**config.mk**
```make
export PLATFORM = sky130hd
export DESIGN_NAME = sram_axi_bridge
export DESIGN_NICKNAME = d
export VERILOG_FILES = /design/src/rtl/sram_axi_bridge.sv
export SDC_FILE = /design/constraint.sdc
export NUM_CORES = 1
export LEC_CHECK = 0
export CAP_MARGIN = 10
export CORE_ASPECT_RATIO = 0.6
export CORE_MARGIN = 8
export CORE_UTILIZATION = 38
export DETAILED_ROUTE_END_ITERATION = 16
export HOLD_SLACK_MARGIN = 0.15
export PLACE_DENSITY = 0.79
export SYNTH_ARGS = -nofsm -noshare
export SYNTH_HDL_FRONTEND = slang
export SYNTH_SLANG_ARGS = --single-unit
```
**constraint.sdc**
```tcl
create_clock -name clk -period 2.2 [get_ports clk]
set_input_delay 0.22 -clock clk [delete_from_list [all_inputs] [get_ports clk]]
set_output_delay 0.22 -clock clk [all_outputs]
set_load 0.02 [all_outputs]
```
**src/rtl/sram_axi_bridge.sv**
```systemverilog
// Bridges the core's instruction-fetch and data SRAM-like ports onto one AXI master.
// One read (data has priority) and one data write may be outstanding at a time.
module sram_axi_bridge (
    input  logic        clk,
    input  logic        resetn,
    input  logic        inst_sram_req,
    input  logic [31:0] inst_sram_addr,
    output logic        inst_sram_addr_ok,
    output logic        inst_sram_data_ok,
    output logic [31:0] inst_sram_rdata,
    input  logic        data_sram_req,
    input  logic        data_sram_wr,
    input  logic [1:0]  data_sram_size,
    input  logic [3:0]  data_sram_wstrb,
    input  logic [31:0] data_sram_addr,
    input  logic [31:0] data_sram_wdata,
    output logic        data_sram_addr_ok,
    output logic        data_sram_data_ok,
    output logic [31:0] data_sram_rdata,
    output logic [3:0]  arid,
    output logic [31:0] araddr,
    output logic [2:0]  arsize,
    output logic        arvalid,
    input  logic        arready,
    input  logic [3:0]  rid,
    input  logic [31:0] rdata,
    input  logic        rvalid,
    output logic        rready,
    output logic [31:0] awaddr,
    output logic [2:0]  awsize,
    output logic        awvalid,
    input  logic        awready,
    output logic [31:0] wdata,
    output logic [3:0]  wstrb,
    output logic        wvalid,
    input  logic        wready,
    input  logic        bvalid,
    output logic        bready
);
    typedef enum logic [1:0] {R_IDLE, R_AR, R_WAIT} r_state_t;
    typedef enum logic [1:0] {W_IDLE, W_REQ, W_B} w_state_t;

    r_state_t    r_state, r_state_nxt;
    w_state_t    w_state, w_state_nxt;
    logic        live_q;
    logic        rd_owner_q;
    logic [31:0] rd_addr_q;
    logic [2:0]  rd_size_q;
    logic [31:0] wr_addr_q;
    logic [31:0] wr_data_q;
    logic [2:0]  wr_size_q;
    logic [3:0]  wr_strb_q;
    logic        aw_done_q, w_done_q, aw_done_nxt, w_done_nxt;
    logic        data_rd_acc, data_wr_acc, inst_acc, data_rd_busy;
    logic        ar_hs, r_hs, aw_hs, w_hs, b_hs;
    logic        unused_rid;

    // Acceptance; live_q keeps both ports closed in the first cycle after reset.
    always_comb begin
        data_rd_busy = (r_state != R_IDLE) && rd_owner_q;
        data_rd_acc  = live_q && resetn && data_sram_req && !data_sram_wr
                       && (r_state == R_IDLE) && (w_state == W_IDLE);
        data_wr_acc  = live_q && resetn && data_sram_req && data_sram_wr
                       && (w_state == W_IDLE) && !data_rd_busy;
        inst_acc     = live_q && resetn && inst_sram_req
                       && (r_state == R_IDLE) && !data_rd_acc;
    end

    assign ar_hs = arvalid && arready;
    assign r_hs  = rvalid && rready && resetn;
    assign aw_hs = awvalid && awready;
    assign w_hs  = wvalid && wready;
    assign b_hs  = bvalid && bready && resetn;

    assign inst_sram_addr_ok = inst_acc;
    assign data_sram_addr_ok = data_rd_acc || data_wr_acc;
    assign inst_sram_data_ok = r_hs && !rid[0];
    assign data_sram_data_ok = (r_hs && rid[0]) || b_hs;
    assign inst_sram_rdata   = rdata;
    assign data_sram_rdata   = rdata;
    assign unused_rid        = ^rid[3:1];

    assign arid    = {3'b000, rd_owner_q};
    assign araddr  = rd_addr_q;
    assign arsize  = rd_size_q;
    assign arvalid = (r_state == R_AR);
    assign rready  = (r_state == R_WAIT);
    assign awaddr  = wr_addr_q;
    assign awsize  = wr_size_q;
    assign wdata   = wr_data_q;
    assign wstrb   = wr_strb_q;
    assign awvalid = (w_state == W_REQ) && !aw_done_q;
    assign wvalid  = (w_state == W_REQ) && !w_done_q;
    assign bready  = (w_state == W_B);

    // Next-state logic for both channel FSMs.
    always_comb begin
        r_state_nxt = r_state;
        w_state_nxt = w_state;
        aw_done_nxt = aw_done_q;
        w_done_nxt  = w_done_q;
        case (r_state)
            R_IDLE:  if (data_rd_acc || inst_acc) r_state_nxt = R_AR;
            R_AR:    if (ar_hs) r_state_nxt = R_WAIT;
            R_WAIT:  if (r_hs) r_state_nxt = R_IDLE;
            default: r_state_nxt = R_IDLE;
        endcase
        case (w_state)
            W_IDLE: begin
                aw_done_nxt = 1'b0;
                w_done_nxt  = 1'b0;
                if (data_wr_acc) w_state_nxt = W_REQ;
            end
            W_REQ: begin
                aw_done_nxt = aw_done_q || aw_hs;
                w_done_nxt  = w_done_q || w_hs;
                if (aw_done_nxt && w_done_nxt) w_state_nxt = W_B;
            end
            W_B:     if (b_hs) w_state_nxt = W_IDLE;
            default: w_state_nxt = W_IDLE;
        endcase
    end

    // State and request-capture registers.
    always_ff @(posedge clk) begin
        if (!resetn) begin
            r_state    <= R_IDLE;
            w_state    <= W_IDLE;
            live_q     <= 1'b0;
            aw_done_q  <= 1'b0;
            w_done_q   <= 1'b0;
            rd_owner_q <= 1'b0;
            rd_addr_q  <= '0;
            rd_size_q  <= '0;
            wr_addr_q  <= '0;
            wr_data_q  <= '0;
            wr_size_q  <= '0;
            wr_strb_q  <= '0;
        end else begin
            r_state   <= r_state_nxt;
            w_state   <= w_state_nxt;
            live_q    <= 1'b1;
            aw_done_q <= aw_done_nxt;
            w_done_q  <= w_done_nxt;
            if (data_rd_acc) begin
                rd_owner_q <= 1'b1;
                rd_addr_q  <= data_sram_addr;
                rd_size_q  <= {1'b0, data_sram_size};
            end else if (inst_acc) begin
                rd_owner_q <= 1'b0;
                rd_addr_q  <= inst_sram_addr;
                rd_size_q  <= 3'd2;
            end
            if (data_wr_acc) begin
                wr_addr_q <= data_sram_addr;
                wr_data_q <= data_sram_wdata;
                wr_size_q <= {1'b0, data_sram_size};
                wr_strb_q <= data_sram_wstrb;
            end
        end
    end
endmodule

```
==> run_results.csv <==
group,metric,value,unit
timing,period_minus_slack,2.11,ns
timing,post-route-period-util,96.0,%
timing,rsz0062_at_grt,"false",
floorplan,fp-row-count,33,
clocking,clk_pin_slew_worst_paths,0.08,ns
cells_and_area,finish.instance_area,7570,um2
timing,slew_headroom,62.5,%
timing,finalMaxSlewViolations,0,
clocking,clock-sinks,112,
detailed_routing,highest_layer,"met4",
floorplan,fp.dieH,108,um
placement,place.port_buffers,226,
yosys,synth_area_leaders,"dfxtp_1, mux2i_1, nand2_1",
yosys,async_reset_ff_share,0,%
clocking,numCtsBuffers,9,
cells_and_area,syn_to_final_growth,40.6,%
power,p_per_area,610,nW/um2
placement,placed_cell_area,7290,um2
timing,setup_viol,0,
yosys,yosysTopAreaCell,"dfxtp_1",
timing,tns,0,ns
global_route,antenna_found_initial,0,
detailed_routing,drt_iter0_markers,264,
clocking,cts_max_level,3,
detailed_routing,vias,4433,
detailed_routing,vias_per_cell,4.68,
critical_path,cp_slowest_cell,"clkdlybuf4s50_1",
timing,worst_pin_slew,0.563,ns
cells_and_area,fin_nets,898,
clocking,cts_tree,"built",
global_route,track_usage,17.3,%
clocking,cts_post_setup_buffers_inserted,0,
yosys,synth_area_per_cell,8.80,um2
floorplan,initial_core_util,39.2,%
critical_path,crit_start,"r_state[1]",
detailed_routing,post_drt_wl_per_cell,17.0,um
detailed_routing,wl_met2,6.43,mm
power,p_leak,3.53,nW
detailed_routing,wl,16.1,mm
cells_and_area,register_area,2240,um2
detailed_routing,dr.pass1.iters,4,
global_route,grt-ovfl-total,0,
critical_path,endpoint_kind,"primary output",
floorplan,die_x,170,um
power,p_total,0.00462,W
yosys,ys_ff_latch,112,
critical_path,path_class,"flip-flop to primary output",
worst_hold_path,hold_class,"input pin to flip-flop",
worst_hold_path,min-delay-start,"data_sram_wstrb[0]",
floorplan,core_region_area,13700,um2
critical_path,reg2reg_from,"r_state[0]",
placement,routabilityCongestion,0.772,
yosys,synth_edf_count,0,
critical_path,cp_max_fo,5,
timing,hold_violations,0,
critical_path,slowest_delay,0.62,ns
yosys,syn_area,5380,um2
yosys,synth_top_flop_cell,"dfxtp_1",
critical_path,worstPathArrival,1.89,ns
run_status,outcome,"complete, no violations",
cells_and_area,nFillCells,1266,
detailed_routing,drc,0,
yosys,syn_inst,612,
detailed_routing,ant_nets,0,
critical_path,cpLargestDelayFamily,"buffers and inverters",
critical_path,critPathBufInv,1,
cells_and_area,antenna_cells,0,
critical_path,cp_cell_sequence,"nor2b_2 > a32oi_1 > nor2b_1 > clkdlybuf4s50_1",
yosys,yosys.cell_types.count,33,
global_route,grt_pass1_vias,4527,
critical_path,critPathRequiredTime,1.98,ns
critical_path,startpoint_type,"flip-flop",
global_route,grt_pass1_wl,25.2,mm
clocking,cts_buffer_depth,2,
detailed_routing,route.met3.wl,2.54,mm
yosys,synth_top_area_share,41.6,%
clocking,root_buffer,"clkbuf_16",
timing,finClkSkew,0.0143,ns
cells_and_area,multi_input_comb_area,2460,um2
placement,dp.final_hpwl,12.0,mm
power,ir_drop,373,uV
flow_run,maxCapViolations,0,
global_route,grt_max_degree,120,
yosys,yosysSeqAreaShare,41.6,%
yosys,synth-warning-count,0,
detailed_routing,m1WireLength,7.02,mm
clocking,clock_latency,0.35,ns
floorplan,io_pins,331,
floorplan,die_area,18400,um2
timing,fmax,474,MHz
cells_and_area,drive_gt1_share,4.11,%
## where the power goes
group / internal [W] / switching [W] / leakage, nW
sequential: 0.00212 / 0.0000582 / 0.913
clock: 0.000781 / 0.000749 / 0.131
combinational: 0.000477 / 0.000432 / 2.48
## tightest hold or removal path: stages
cell and delay (ns):
clkdlybuf4s50_1 0.39, nand2_1 0.05, mux2i_1 0.05
## sequential cells by signal, summed over array words and instances, names as in the netlist
register,count
araddr,32
awaddr,32
wdata,32
wstrb,4
arsize,2
awsize,2
r_state,2
w_state,2
aw_done_q,1
live_q,1
rd_owner_q,1
w_done_q,1
## cells in the final DEF (no fill, tap or decap), types with 2 or more instances in the layout
cell type and count:
conb_1 5, clkdlybuf4s50_1 222, buf_4 9, dfxtp_1 112
a21oi_1 4, nand2_1 175, buf_12 2, mux2i_1 102
nor2b_1 4, nor2_1 4, inv_1 3, o21ai_0 5
o21a_1 2, inv_6 3, clkbuf_1 2, a22oi_1 33
clkbuf_16 9, nand2b_1 36
## final cells by class
type / instances / share of cell area [%]
multi-input combinational: 389 / 32.5
timing repair buffer: 235 / 31.0
sequential: 112 / 29.6
tap: 192 / 3.17
clock buffer: 11 / 3.07
clock inverter: 5 / 0.512
inverter: 3 / 0.149
## Yosys cell counts, types with 3 or more instances
| cell type | count |
|---|---|
| buf_4 | 70 |
| mux2i_1 | 102 |
| clkbuf_1 | 31 |
| nand2_1 | 175 |
| buf_2 | 8 |
| nor2b_1 | 5 |
| a22oi_1 | 33 |
| buf_6 | 3 |
| inv_1 | 3 |
| a21oi_1 | 4 |
| nand2b_1 | 36 |
| dfxtp_1 | 112 |
| nor2_1 | 4 |
| o21ai_0 | 5 |
## stage by stage
stage / utilization [%] / instances / hold slack (ns) / worst slack [ns]
4_1_cts: 55.0 / 947 / 0.407 / 0.0319
5_1_grt: 55.1 / 947 / 0.417 / 0.00180
6_report: 55.1 / 947 / 0.417 / 0.0888
3_3_place_gp: 53.1 / 931 / 0.440 / 0.102
3_5_place_dp: 53.1 / 931 / 0.440 / 0.0526
2_1_floorplan: - / 616 / 0.248 / 0.526
## metal layers
metal	global-route usage [%]	up-vias
li1	-	2223
met1	21.5	1963
met2	24.1	239
met3	12.0	8
met4	3.39	0
met5	0	-
## kinds of logic (layout without fill, tap and decap cells)
kind of cell    count (synthesis)  count (layout)  synth area share (%)
buf+inv                       115             254                  13.5
simple gates                  231             231                  19.0
mux                           102             102                  19.0
other cells                     1               5                0.0697
flops                         112             112                  41.6
compound gates                 51              51                  6.81
## repair_timing
action                                 in CTS  in global routing
resized for setup                           1                  1
setup endpoints to repair                   1                  1
pin swaps                                   0                  0
hold buffers                                0                  0
endpoints found under the hold margin       0                  0
## worst paths after layout
check	endpoint	slack, ns	depth (start not counted)
worst max-delay path	data_sram_data_ok	0.09	4
worst min-delay path	wstrb[0]	0.42	3
worst max register to register	araddr[28]	0.32	5
worst min register to register	wdata[22]	0.46	2
(Power assumes the default switching activity.)
